[src/rtl/fir_pkg.sv]
// Shared types and constant helpers for the time-multiplexed FIR filter.
package fir_pkg;

    typedef enum logic [1:0] {
        IDLE = 2'd0,
        MAC  = 2'd1,
        OUT  = 2'd2
    } fir_state_e;

    // Accumulator width large enough that TAPS full-precision products cannot overflow.
    function automatic int acc_width(input int data_w, input int coef_w, input int taps);
        return data_w + coef_w + $clog2(taps);
    endfunction

    // Half-LSB of the output grid, added before the arithmetic shift for round-half-up.
    function automatic logic [63:0] round_const(input int shift);
        return 64'd1 << (shift - 1);
    endfunction

endpackage

[src/rtl/fir_mac.sv]
// Registered signed multiplier followed by an accumulator with synchronous clear.
module fir_mac #(
    parameter int DATA_W = 8,
    parameter int COEF_W = 16,
    parameter int ACC_W  = 29
) (
    input  logic                     clk,
    input  logic                     rst,
    input  logic                     clr,
    input  logic                     en,
    input  logic signed [DATA_W-1:0] x,
    input  logic signed [COEF_W-1:0] c,
    output logic signed [ACC_W-1:0]  acc
);
    localparam int PROD_W = DATA_W + COEF_W;

    logic signed [PROD_W-1:0] prod_q, prod_d;
    logic                     prod_vld_q, prod_vld_d;
    logic signed [ACC_W-1:0]  acc_q, acc_d;

    // The product lands one cycle after en and is folded into the accumulator the cycle after.
    always_comb begin
        prod_d     = prod_q;
        prod_vld_d = 1'b0;
        acc_d      = acc_q;
        if (clr) begin
            acc_d      = '0;
            prod_vld_d = 1'b0;
        end else begin
            if (en) begin
                prod_d     = x * c;
                prod_vld_d = 1'b1;
            end else begin
                prod_d     = prod_q;
                prod_vld_d = 1'b0;
            end
            if (prod_vld_q) begin
                acc_d = acc_q + ACC_W'(prod_q);
            end else begin
                acc_d = acc_q;
            end
        end
    end

    // Pipeline and accumulator registers.
    always_ff @(posedge clk) begin
        if (rst) begin
            prod_q     <= '0;
            prod_vld_q <= 1'b0;
            acc_q      <= '0;
        end else begin
            prod_q     <= prod_d;
            prod_vld_q <= prod_vld_d;
            acc_q      <= acc_d;
        end
    end

    assign acc = acc_q;

endmodule

[src/rtl/fir_tdm_param.sv]
// Time-multiplexed FIR: one MAC, runtime coefficient RAM, valid/ready sample input.
// Define FIR_TDM_SAT_EN to clamp the output and expose sat_flag; otherwise the output wraps.
module fir_tdm_param
    import fir_pkg::*;
#(
    parameter int DATA_W = 8,
    parameter int COEF_W = 16,
    parameter int TAPS   = 17,
    parameter int OUT_W  = 10,
    parameter int SHIFT  = 14,
    parameter int ACC_W  = acc_width(DATA_W, COEF_W, TAPS)
) (
    input  logic                    clk,
    input  logic                    rst,
    input  logic [DATA_W-1:0]       in_data,
    input  logic                    in_valid,
    output logic                    in_ready,
    input  logic                    coef_we,
    input  logic [$clog2(TAPS)-1:0] coef_addr,
    input  logic [COEF_W-1:0]       coef_data,
    output logic [OUT_W-1:0]        out_data,
    output logic                    out_valid,
    output logic                    busy
`ifdef FIR_TDM_SAT_EN
    ,
    output logic                    sat_flag
`endif
);
    localparam int              AW     = $clog2(TAPS);
    localparam logic [AW-1:0]   K_LAST = AW'(TAPS - 1);
    localparam logic [ACC_W:0]  RND    = (ACC_W + 1)'(round_const(SHIFT));

    fir_state_e               state_q, state_d;
    logic [AW-1:0]            k_q, k_d;
    logic signed [DATA_W-1:0] x_q [TAPS];
    logic signed [DATA_W-1:0] x_d [TAPS];
    logic [COEF_W-1:0]        coef_mem [TAPS];

    logic                     in_ready_q, in_ready_d;
    logic                     busy_q, busy_d;
    logic                     fin_q, fin_d;
    logic                     out_valid_q, out_valid_d;
    logic [OUT_W-1:0]         out_data_q, out_data_d;
    logic                     sat_q, sat_d;

    logic                     accept_s;
    logic                     mac_clr_s;
    logic                     mac_en_s;
    logic signed [ACC_W-1:0]  acc_s;
    logic signed [ACC_W:0]    acc_rnd_s;
    logic signed [ACC_W:0]    acc_sh_s;
    logic [OUT_W-1:0]         result_s;
    logic                     sat_s;

    // Host coefficient writes, accepted in any state; out-of-range addresses are dropped.
    always_ff @(posedge clk) begin
        if (coef_we && ({1'b0, coef_addr} < (AW + 1)'(TAPS))) begin
            coef_mem[coef_addr] <= coef_data;
        end
    end

    fir_mac #(
        .DATA_W (DATA_W),
        .COEF_W (COEF_W),
        .ACC_W  (ACC_W)
    ) u_mac (
        .clk (clk),
        .rst (rst),
        .clr (mac_clr_s),
        .en  (mac_en_s),
        .x   (x_q[k_q]),
        .c   (coef_mem[k_q]),
        .acc (acc_s)
    );

    // Sequencer: accept a sample, step k through every tap, then one cycle to drain the MAC pipe.
    always_comb begin
        state_d   = state_q;
        k_d       = k_q;
        x_d       = x_q;
        fin_d     = 1'b0;
        mac_clr_s = 1'b0;
        mac_en_s  = 1'b0;
        accept_s  = in_valid && in_ready_q;
        case (state_q)
            IDLE: begin
                k_d = '0;
                if (accept_s) begin
                    x_d[0] = in_data;
                    for (int i = 1; i < TAPS; i++) begin
                        x_d[i] = x_q[i-1];
                    end
                    mac_clr_s = 1'b1;
                    state_d   = MAC;
                end else begin
                    state_d = IDLE;
                end
            end
            MAC: begin
                mac_en_s = 1'b1;
                if (k_q == K_LAST) begin
                    k_d     = '0;
                    state_d = OUT;
                end else begin
                    k_d = k_q + 1'b1;
                end
            end
            OUT: begin
                fin_d   = 1'b1;
                state_d = IDLE;
            end
            default: begin
                state_d = IDLE;
            end
        endcase
        in_ready_d = (state_d == IDLE);
        busy_d     = (state_d == MAC);
    end

    // The last product is folded in while in OUT, so the result is taken one cycle later.
    always_comb begin
        acc_rnd_s = {acc_s[ACC_W-1], acc_s} + RND;
        acc_sh_s  = acc_rnd_s >>> SHIFT;
`ifdef FIR_TDM_SAT_EN
        if ((acc_sh_s[ACC_W:OUT_W-1] == '0) || (acc_sh_s[ACC_W:OUT_W-1] == '1)) begin
            result_s = acc_sh_s[OUT_W-1:0];
            sat_s    = 1'b0;
        end else if (acc_sh_s[ACC_W]) begin
            result_s = {1'b1, {(OUT_W-1){1'b0}}};
            sat_s    = 1'b1;
        end else begin
            result_s = {1'b0, {(OUT_W-1){1'b1}}};
            sat_s    = 1'b1;
        end
`else
        result_s = acc_sh_s[OUT_W-1:0];
        sat_s    = 1'b0;
`endif
        if (fin_q) begin
            out_valid_d = 1'b1;
            out_data_d  = result_s;
            sat_d       = sat_s;
        end else begin
            out_valid_d = 1'b0;
            out_data_d  = out_data_q;
            sat_d       = 1'b0;
        end
    end

`ifndef FIR_TDM_SAT_EN
    logic unused_hi_s;
    assign unused_hi_s = ^{acc_sh_s[ACC_W:OUT_W], sat_q};
`endif

    // State, delay line and registered outputs.
    always_ff @(posedge clk) begin
        if (rst) begin
            state_q     <= IDLE;
            k_q         <= '0;
            x_q         <= '{default: '0};
            in_ready_q  <= 1'b1;
            busy_q      <= 1'b0;
            fin_q       <= 1'b0;
            out_valid_q <= 1'b0;
            out_data_q  <= '0;
            sat_q       <= 1'b0;
        end else begin
            state_q     <= state_d;
            k_q         <= k_d;
            x_q         <= x_d;
            in_ready_q  <= in_ready_d;
            busy_q      <= busy_d;
            fin_q       <= fin_d;
            out_valid_q <= out_valid_d;
            out_data_q  <= out_data_d;
            sat_q       <= sat_d;
        end
    end

    assign in_ready  = in_ready_q;
    assign busy      = busy_q;
    assign out_valid = out_valid_q;
    assign out_data  = out_data_q;
`ifdef FIR_TDM_SAT_EN
    assign sat_flag  = sat_q;
`endif

endmodule
[config.mk]
export PLATFORM = sky130hd
export DESIGN_NAME = fir_tdm_param
export DESIGN_NICKNAME = d
export VERILOG_FILES = /design/src/rtl/fir_pkg.sv /design/src/rtl/fir_mac.sv /design/src/rtl/fir_tdm_param.sv
export SDC_FILE = /design/constraint.sdc
export NUM_CORES = 1
export LEC_CHECK = 0
export ABC_CLOCK_PERIOD_IN_PS = 12200
export CORE_ASPECT_RATIO = 1.4
export CORE_MARGIN = 2
export CORE_UTILIZATION = 50
export CTS_CLUSTER_DIAMETER = 60
export DETAILED_ROUTE_END_ITERATION = 6
export PLACE_DENSITY = 0.78
export SLEW_MARGIN = 20
export SYNTH_ARGS = -nofsm -noshare
export SYNTH_HDL_FRONTEND = slang
export SYNTH_SLANG_ARGS = --single-unit
[constraint.sdc]
create_clock -name clk -period 12.2 [get_ports clk]
set_input_delay 3.66 -clock clk [delete_from_list [all_inputs] [get_ports clk]]
set_output_delay 3.66 -clock clk [all_outputs]
set_load 0.02 [all_outputs]
==> impl_metrics.env, run 1 <==
export IMPL_cts_setup_buffers=0
export IMPL_synth_area_leaders="edfxtp_1 34%, dfxtp_1 18%, mux4_2 11%, fa_1 8.7%, a22o_1 5.1%"
export IMPL_multi_input_area_sq_um=10600
export IMPL_grtUsageTotal_pct=19.8
export IMPL_path_clk_slew_ps=60
export IMPL_first_pass_iters=7
export IMPL_setup_tns_ps=0
export IMPL_finalPower_uw=3720
export IMPL_synth_common_cells="272 x edfxtp_1, 211 x dfxtp_1, 188 x nor2_1"
export IMPL_route_vias_total=14321
export IMPL_fin_cells=2472
export IMPL_final_period_utilization_pct=61.2
export IMPL_fillCellCount=3658
export IMPL_p_per_area_nw_per_um2=140
export IMPL_yosysTopAreaCell="edfxtp_1"
export IMPL_vdd_ir_drop_max_v=0.000127
export IMPL_syn_num_nets=1984
export IMPL_swShare_pct=25.7
export IMPL_dp_hpwl_mm=31.0
export IMPL_first_global_vias=14912
export IMPL_status="complete, no violations"
export IMPL_worst_slack_ps=4730
export IMPL_arrival_ps=7930
export IMPL_yosys_area_top_type_share_pct=34.1
export IMPL_wirelength_mm=48.3
export IMPL_crit_type="register to register"
export IMPL_synth_edf_count=272
export IMPL_p_sw_uw=957
export IMPL_clock_latency_ps=580
export IMPL_min_from="u_mac.prod_q[18]"
export IMPL_hold_path_class="register to register"
export IMPL_synth_most_common_cell="edfxtp_1"
export IMPL_boundaryPins=46
export IMPL_die_area_sq_um=49800
export IMPL_yosysWarnings=0
export IMPL_viasPerCell=5.79
export IMPL_place_ws_ps=4650
export IMPL_p_leak_uw=0.00964
export IMPL_final_hold_viol_count=0
export IMPL_grt_max_degree=82
export IMPL_drc=0
export IMPL_max_slew_margin_rel_pct=30.2
export IMPL_drt_iter0_markers=1214
export IMPL_cp_required_ps=12660
export IMPL_grt_setup_unrepaired="no"
export IMPL_cts_root_buf="clkbuf_16"
export IMPL_drv_cap=0
export IMPL_ant_nets=0
export IMPL_worst_pin_slew_ps=1040
export IMPL_seqCellArea_sq_um=12400
export IMPL_antenna_found_initial=1
export IMPL_dp_cells=2389
export IMPL_async_flop_share_pct=0
export IMPL_start_kind="register"
export IMPL_ys_ff_latch=483
export IMPL_grt_overflow_total=0
export IMPL_clockPowerShare_pct=37.7
export IMPL_synth_distinct_cells=60
export IMPL_fp_dieW_microns=189
export IMPL_cts_resized=0
export IMPL_slew_violations=0
export IMPL_pwr_share_seq_pct=47.6
export IMPL_hold_ws_ps=460
export IMPL_tritoncts="built"
export IMPL_setup_viol=0
export IMPL_power_frac_comb_pct=14.7
export IMPL_p_int_uw=2760
export IMPL_fin_skew_ps=34.4
export IMPL_cts_buffers=46
export IMPL_area_delta_synth_final_pct=10.6
export IMPL_grt_pass1_wl_mm=78.7
export IMPL_hold_buffers=0
export IMPL_clkSinkCount=483
export IMPL_crit_fanout=41
export IMPL_final_nets=2015
export IMPL_synthFlopType="edfxtp_1"
export IMPL_h_tree_depth=2
export IMPL_syn_area_per_cell_sq_um=13.5
export IMPL_io_buffers=45
export IMPL_start_util_pct=50.3
export IMPL_core_sq_um=47700
export IMPL_fmax_ghz=0.134
export IMPL_clk_path_buf_depth=3
export IMPL_synth_area_sq_um=24000
export IMPL_wire_per_inst_microns=19.6
export IMPL_gp_congestion=0.846
export IMPL_netlist_instances=1776
export IMPL_die_h_microns=263
export IMPL_yosysSeqAreaShare_pct=51.7
export IMPL_diodes=0
export IMPL_period_minus_slack_ps=7470
export IMPL_worstSetupEndpointType="register"
export IMPL_std_cell_rows=95
export IMPL_drive_above_1_share_pct=14.8
-- flip-flops by register name (all words and copies together), names as in the netlist, 2 cells and up, named ones only --
register	count
u_mac.prod_q	24
x_q	136
out_data	10
coef_mem	272
k_q	5
u_mac.acc	24
state_q	2
-- critical path, cell delays in order, from the launching register on --
cell and delay, ps:
dfxtp_4 640, buf_4 720, mux4_2 580, nor2b_1 140, a211oi_1 230, a211oi_1 80
a21oi_1 630, nand2b_1 190, fa_1 540, fa_1 550, inv_1 60, fa_1 530
inv_1 50, fa_1 520, inv_1 40, ha_1 330, a21oi_1 250, o21ai_0 220
a31o_2 280, a21oi_1 250, a21oi_1 130, xor2_1 150, a22o_1 220
-- logic make-up (layout without fill, tap and decap cells) --
logic type	count (synthesis)	in the layout	synth area share, %
AOI/OAI and AO/OA	306	306	9.79
xor gates and xnor gates	44	44	1.61
adders and majority gates	175	175	12.4
buffers and inverters	239	305	4.20
DFF	483	483	51.7
muxes	153	153	13.2
and+or+nand+nor	376	376	7.13
-- layout by cell type (no fill, tap or decap), drive strengths merged, types with 6 or more instances in the layout --
cell and count:
ha 71, buf 32, or2 13, o21bai 6
clkinvlp 6, fa 104, mux4 116, nand2 63
a22o 139, nor2 188, nor2b 36, edfxtp 272
nand3 22, nor3 21, inv 147, mux2i 37
a211oi 28, xnor2 31, clkdlybuf4s50 45, xor2 13
o21ai 22, o21a 6, nand2b 10, clkinv 13
dfxtp 211, a21oi 66, clkbuf 59, a21o 12
-- power by group through the flow --
stage / sequential [uW] / combinational [uW] / clock (uW)
after floorplan: 1800 / 436 / 0
after global placement: 1800 / 528 / 0
after detailed placement: 1810 / 548 / 0
after CTS: 1770 / 551 / 1430
after global routing: 1770 / 618 / 1480
final: 1770 / 547 / 1400
-- final cells by class --
type	count	area share, %
repair buffers	77	2.60
inverters	145	2.05
multi-input cells	1054	40.0
well taps	630	2.97
flip-flops and latches	483	46.7
clock inverters	24	0.929
clock buffers	59	4.67
-- metrics by stage --
stage	util (%)	instance area, sq um
floorplan	-	24000
global placement	52.6	25000
detailed placement	52.6	25000
CTS	55.7	26500
global route	55.7	26500
finish	55.7	26500
-- worst paths after layout --
path | to | slack [ps] | depth (start not counted)
worst max register to register | u_mac.prod_q[16] | 4730 | 22
worst min register to register | u_mac.prod_q[18] | 460 | 2
worst max-delay path | u_mac.prod_q[16] | 4730 | 22
worst min-delay path | u_mac.prod_q[18] | 460 | 2
-- routing by layer --
metal	global-route usage, %	wire (microns)	part of all wire, %
met2	35.3	25300	52
met4	6.25	1240	2.6
met1	25.0	19500	40
met5	0	12	0.025
met3	2.56	2320	4.8
No activity file was read; power rests on OpenSTA's default activity.
==> inputs of run 2 (changes only) <==
--- a/config.mk
+++ b/config.mk
@@ -5,7 +5,7 @@
 export SDC_FILE = /design/constraint.sdc
 export NUM_CORES = 1
 export LEC_CHECK = 0
-export ABC_CLOCK_PERIOD_IN_PS = 12200
+export ABC_CLOCK_PERIOD_IN_PS = 7500
 export CORE_ASPECT_RATIO = 1.4
 export CORE_MARGIN = 2
 export CORE_UTILIZATION = 50
==> constraint.sdc (replaced) <==
create_clock -name clk -period 7.5 [get_ports clk]
set_input_delay 2.25 -clock clk [delete_from_list [all_inputs] [get_ports clk]]
set_output_delay 2.25 -clock clk [all_outputs]
set_load 0.02 [all_outputs]
==> run 2 against run 1 <==
Effect of this change:
- maximum frequency is 5.8% higher
- critical path depth stayed put
- clock power is 69% higher
- register-to-register slack worse by 4300 ps
- critical path type unchanged
- critical endpoint is now u_mac.prod_q[21]
- largest cell class unchanged
- cell count is 0.77% higher
- global-route usage is 0.41 points higher
- combinational power is 65% higher
- design area is 0.75% higher
- setup slack worse by 4300 ps
==> impl_metrics.env, run 2 (synthesized netlist as in run 1, its figures left out) <==
export IMPL_cts_setup_buffers=0
export IMPL_hold_buffers=0
export IMPL_viasPerCell=5.77
export IMPL_std_cell_rows=95
export IMPL_p_per_area_nw_per_um2=230
export IMPL_p_sw_uw=1600
export IMPL_most_common_layout_cells="272 x edfxtp_1, 207 x dfxtp_1, 187 x nor2_1"
export IMPL_max_slew_margin_rel_pct=34.8
export IMPL_setup_viol=0
export IMPL_tritoncts="built"
export IMPL_p_int_uw=4550
export IMPL_mostFrequentLayoutCell="edfxtp_1"
export IMPL_drive_above_1_share_pct=15.5
export IMPL_antenna_found_initial=1
export IMPL_io_buffers=45
export IMPL_hold_ws_ps=458
export IMPL_p_leak_uw=0.00974
export IMPL_dp_hpwl_mm=32.4
export IMPL_multi_input_area_sq_um=10600
export IMPL_place_area_sq_um=25200
export IMPL_largest_reg_flops=272
export IMPL_gp_congestion=0.889
export IMPL_fillCellCount=3628
export IMPL_route_vias_total=14378
export IMPL_die_h_microns=263
export IMPL_final_period_utilization_pct=94.2
export IMPL_drc=0
export IMPL_cts_resized=0
export IMPL_start_kind="register"
export IMPL_swShare_pct=26.0
export IMPL_crit_type="register to register"
export IMPL_hold_path_class="register to register"
export IMPL_first_global_vias=14907
export IMPL_seqCellArea_sq_um=12400
export IMPL_start_util_pct=50.3
export IMPL_final_hold_viol_count=0
export IMPL_ff2ff_setup_slack_ps=440
export IMPL_grtUsageTotal_pct=20.2
export IMPL_area_delta_synth_final_pct=11.5
export IMPL_core_sq_um=47700
export IMPL_clkSinkCount=483
export IMPL_vdd_ir_drop_max_v=0.000194
export IMPL_wire_per_inst_microns=19.9
export IMPL_h_tree_depth=2
export IMPL_finalPower_uw=6150
export IMPL_fp_dieW_microns=189
export IMPL_first_pass_iters=5
export IMPL_whs_path_depth=2
export IMPL_period_minus_slack_ps=7060
export IMPL_clock_latency_ps=590
export IMPL_power_frac_comb_pct=14.7
export IMPL_cp_required_ps=7920
export IMPL_drt_iter0_markers=978
export IMPL_grt_pass1_wl_mm=79.7
export IMPL_path_clk_slew_ps=70
export IMPL_final_nets=2030
export IMPL_reg2reg_to="u_mac.prod_q[21]"
export IMPL_crit_fanout=23
export IMPL_pwr_share_seq_pct=46.9
export IMPL_clk_path_buf_depth=3
export IMPL_ff2ff_path_depth=22
export IMPL_clockPowerShare_pct=38.3
export IMPL_boundaryPins=46
export IMPL_wirelength_mm=49.7
export IMPL_cts_buffers=46
export IMPL_reg2reg_from="k_q[0]"
export IMPL_holdPathEnd="u_mac.prod_q[18]"
export IMPL_die_area_sq_um=49800
export IMPL_largest_register="coef_mem"
export IMPL_worstSetupEndpointType="register"
export IMPL_slew_violations=0
export IMPL_fmax_ghz=0.142
export IMPL_reg_largest_list="coef_mem: 272 flops, x_q: 136 flops"
export IMPL_postLayoutCellArea_sq_um=26700
export IMPL_ant_nets=0
export IMPL_grt_max_degree=79
export IMPL_min_from="u_mac.prod_q[18]"
export IMPL_fin_skew_ps=27.6
export IMPL_drv_cap=0
export IMPL_arrival_ps=7490
export IMPL_grt_setup_unrepaired="no"
export IMPL_worst_pin_slew_ps=978
export IMPL_grt_overflow_total=0
export IMPL_cts_root_buf="clkbuf_16"
export IMPL_setup_tns_ps=0
export IMPL_status="complete, no violations"
run 2: worst max-delay path: stages, from the launching register on:
cell and delay (ps):
dfxtp_2 840, buf_4 310, mux4_2 510, mux2i_1 140
nor3_1 90, a211oi_4 610, buf_4 290, nor2b_1 80
fa_1 510, fa_1 530, fa_1 550, inv_1 60
fa_1 530, inv_1 40, ha_1 350, a21o_1 190
a21oi_1 140, o21ai_0 140, a31oi_1 350, a21oi_1 170
nor2_1 160, mux2i_1 200, a311oi_1 100
run 2: area by class of cell:
type	count	area share [%]
diodes	1	0.00936
clock buffers	56	4.49
clock inverters	30	1.27
inverters	145	2.04
multi-input cells	1054	39.8
flip-flops and latches	483	46.4
well taps	630	2.95
repair buffers	92	3.10
run 2: worst max-delay path by stage:
stage | from | to | slack, ps | cells after the start
2_1_floorplan | k_q[0] | u_mac.prod_q[16] | 1290 | 23
4_1_cts | k_q[0] | u_mac.prod_q[21] | 380 | 21
6_report | k_q[0] | u_mac.prod_q[21] | 440 | 22
5_1_grt | k_q[0] | u_mac.prod_q[21] | 7 | 22
3_3_place_gp | k_q[0] | u_mac.prod_q[21] | 500 | 22
3_5_place_dp | k_q[0] | u_mac.prod_q[21] | 400 | 21
run 2: per-stage QoR:
stage                     utilization, %  worst slack, ps  cells
after floorplan                        -             1290   1776
after global placement              52.8              500   2404
after detailed placement            52.8              396   2404
after CTS                           56.1              382   2490
after global routing                56.1             6.98   2491
final                               56.1              437   2491
run 2: power by group through the flow:
stage          combinational, uW  sequential, uW  clock, uW
6_report                     905            2890       2360
5_1_grt                     1020            2890       2490
4_1_cts                      910            2890       2400
3_5_place_dp                 905            2940          0
3_3_place_gp                 878            2940          0
2_1_floorplan                709            2920          0
run 2: layer usage:
metal | vias up | track usage, % | routed length, microns
met1 | 7296 | 25.3 | 19800
met3 | 99 | 2.56 | 2270
met4 | 0 | 6.61 | 1370
met2 | 400 | 36.2 | 26200
met5 | - | 0 | 0
li1 | 6583 | - | -
==> inputs of run 3 (changes only) <==
--- a/config.mk
+++ b/config.mk
@@ -7,7 +7,7 @@
 export LEC_CHECK = 0
 export ABC_CLOCK_PERIOD_IN_PS = 7500
 export CORE_ASPECT_RATIO = 1.4
-export CORE_MARGIN = 2
+export CORE_MARGIN = 10
 export CORE_UTILIZATION = 50
 export CTS_CLUSTER_DIAMETER = 60
 export DETAILED_ROUTE_END_ITERATION = 6
==> run 3 against run 2 <==
Effect of this change:
- non-clock buffer count is 1 lower
- core utilization increased by 0.46 points
- critical endpoint unchanged
- highest routed layer unchanged
- design area about the same
- clock power about the same
- die area grew 15%
==> impl_metrics.env, run 3 (synthesized netlist as in run 1, its figures left out) <==
export IMPL_status="complete, no violations"
export IMPL_cts_setup_buffers=0
export IMPL_first_pass_iters=5
export IMPL_period_minus_slack_ps=6800
export IMPL_grtUsageTotal_pct=18.1
export IMPL_cts_root_buf="clkbuf_16"
export IMPL_first_global_vias=15214
export IMPL_final_period_utilization_pct=90.6
export IMPL_grt_max_degree=72
export IMPL_finalPower_uw=6190
export IMPL_die_area_sq_um=57300
export IMPL_postLayoutCellArea_sq_um=26700
export IMPL_wire_per_inst_microns=20.6
export IMPL_largest_register="coef_mem"
export IMPL_clkSinkCount=483
export IMPL_swShare_pct=26.5
export IMPL_diodes=0
export IMPL_arrival_ps=7250
export IMPL_drc=0
export IMPL_ant_nets=0
export IMPL_p_per_area_nw_per_um2=231
export IMPL_clock_latency_ps=590
export IMPL_p_int_uw=4550
export IMPL_crit_fanout=38
export IMPL_final_nets=2029
export IMPL_crit_type="register to register"
export IMPL_clockPowerShare_pct=38.1
export IMPL_mostFrequentLayoutCell="edfxtp_1"
export IMPL_start_kind="register"
export IMPL_worst_pin_slew_ps=1100
export IMPL_boundaryPins=46
export IMPL_area_delta_synth_final_pct=11.5
export IMPL_antenna_found_initial=0
export IMPL_h_tree_depth=2
export IMPL_wirelength_mm=51.2
export IMPL_p_leak_uw=0.00976
export IMPL_worstSetupEndpointType="register"
export IMPL_slew_violations=0
export IMPL_crit_path_start="k_q[0]"
export IMPL_max_slew_margin_rel_pct=26.6
export IMPL_fin_skew_ps=25.7
export IMPL_clk_path_buf_depth=3
export IMPL_hold_buffers=0
export IMPL_hold_ws_ps=462
export IMPL_setup_viol=0
export IMPL_most_common_layout_cells="272 x edfxtp_1, 207 x dfxtp_1, 187 x nor2_1"
export IMPL_drt_iter0_markers=1222
export IMPL_std_cell_rows=94
export IMPL_cts_resized=0
export IMPL_die_h_microns=279
export IMPL_fp_dieW_microns=205
export IMPL_start_util_pct=50.7
export IMPL_fillCellCount=3664
export IMPL_path_clk_slew_ps=60
export IMPL_place_area_sq_um=25200
export IMPL_power_frac_comb_pct=15.2
export IMPL_dp_hpwl_mm=34.3
export IMPL_ff2ff_setup_slack_ps=700
export IMPL_route_vias_total=14647
export IMPL_io_buffers=45
export IMPL_grt_pass1_wl_mm=82.7
export IMPL_cp_required_ps=7960
export IMPL_cts_buffers=46
export IMPL_reg2reg_from="k_q[0]"
export IMPL_gp_congestion=0.910
export IMPL_viasPerCell=5.90
export IMPL_core_sq_um=47300
export IMPL_vdd_ir_drop_max_v=0.000282
export IMPL_p_sw_uw=1640
export IMPL_tritoncts="built"
export IMPL_pwr_share_seq_pct=46.7
export IMPL_final_hold_viol_count=0
export IMPL_hold_path_class="register to register"
export IMPL_largest_reg_flops=272
export IMPL_setup_tns_ps=0
export IMPL_fmax_ghz=0.147
export IMPL_drv_cap=0
export IMPL_reg_largest_list="coef_mem: 272 flops, x_q: 136 flops"
export IMPL_min_from="u_mac.prod_q[8]"
export IMPL_grt_overflow_total=0
export IMPL_grt_setup_unrepaired="no"
export IMPL_drive_above_1_share_pct=15.6
-- run 3: cell type report --
cell class | count | area, sq um | share of cell area (%)
Clock buffer | 52 | 1210 | 4.54
Clock inverter | 33 | 340 | 1.27
Inverter | 145 | 544 | 2.04
Multi-Input combinational cell | 1054 | 10600 | 39.7
Sequential cell | 483 | 12400 | 46.4
Tap cell | 624 | 781 | 2.92
Timing Repair Buffer | 91 | 833 | 3.12
-- run 3: power groups by stage --
stage                     sequential, uW  clock, uW  combinational [uW]
after floorplan                     2920          0                 709
after global routing                2890       2500                1050
after global placement              2940          0                 905
after detailed placement            2940          0                 934
final                               2890       2360                 941
after CTS                           2890       2400                 942
-- run 3: per-layer routing --
| metal | vias up | track usage, % | wire length, microns |
|---|---|---|---|
| met2 | 503 | 32.1 | 27100 |
| met3 | 122 | 3.07 | 2750 |
| met4 | 0 | 6.55 | 1620 |
| met5 | - | 0 | 0 |
| li1 | 6582 | - | - |
| met1 | 7440 | 21.5 | 19700 |
-- run 3: metrics by stage --
stage / util (%) / std cells / setup WS [ps]
after CTS: 56.6 / 2482 / 733
after global routing: 56.6 / 2482 / 378
final: 56.6 / 2482 / 704
after detailed placement: 53.3 / 2397 / 797
after global placement: 53.3 / 2397 / 865
after floorplan: - / 1776 / 1290
-- run 3: path summary, 6_finish.rpt --
check                          end  depth (start not counted)
hold reg to reg    u_mac.prod_q[8]                          2
setup / recovery  u_mac.prod_q[21]                         21
hold / removal     u_mac.prod_q[8]                          2
setup reg to reg  u_mac.prod_q[21]                         21
-- run 3: worst max-delay path: stages (launching register included) --
cell and delay (ps):
dfxtp_2 340, buf_12 280, mux4_2 550, mux4_2 470, nor2b_1 180, a21oi_4 460, nor2_1 160, fa_1 580
fa_1 450, fa_1 550, inv_1 60, fa_1 530, inv_1 50, ha_1 350, a21o_1 200, a21o_1 180
a211o_1 240, a31oi_1 390, a21oi_1 180, nor2_1 150, mux2i_1 190, a311oi_1 100
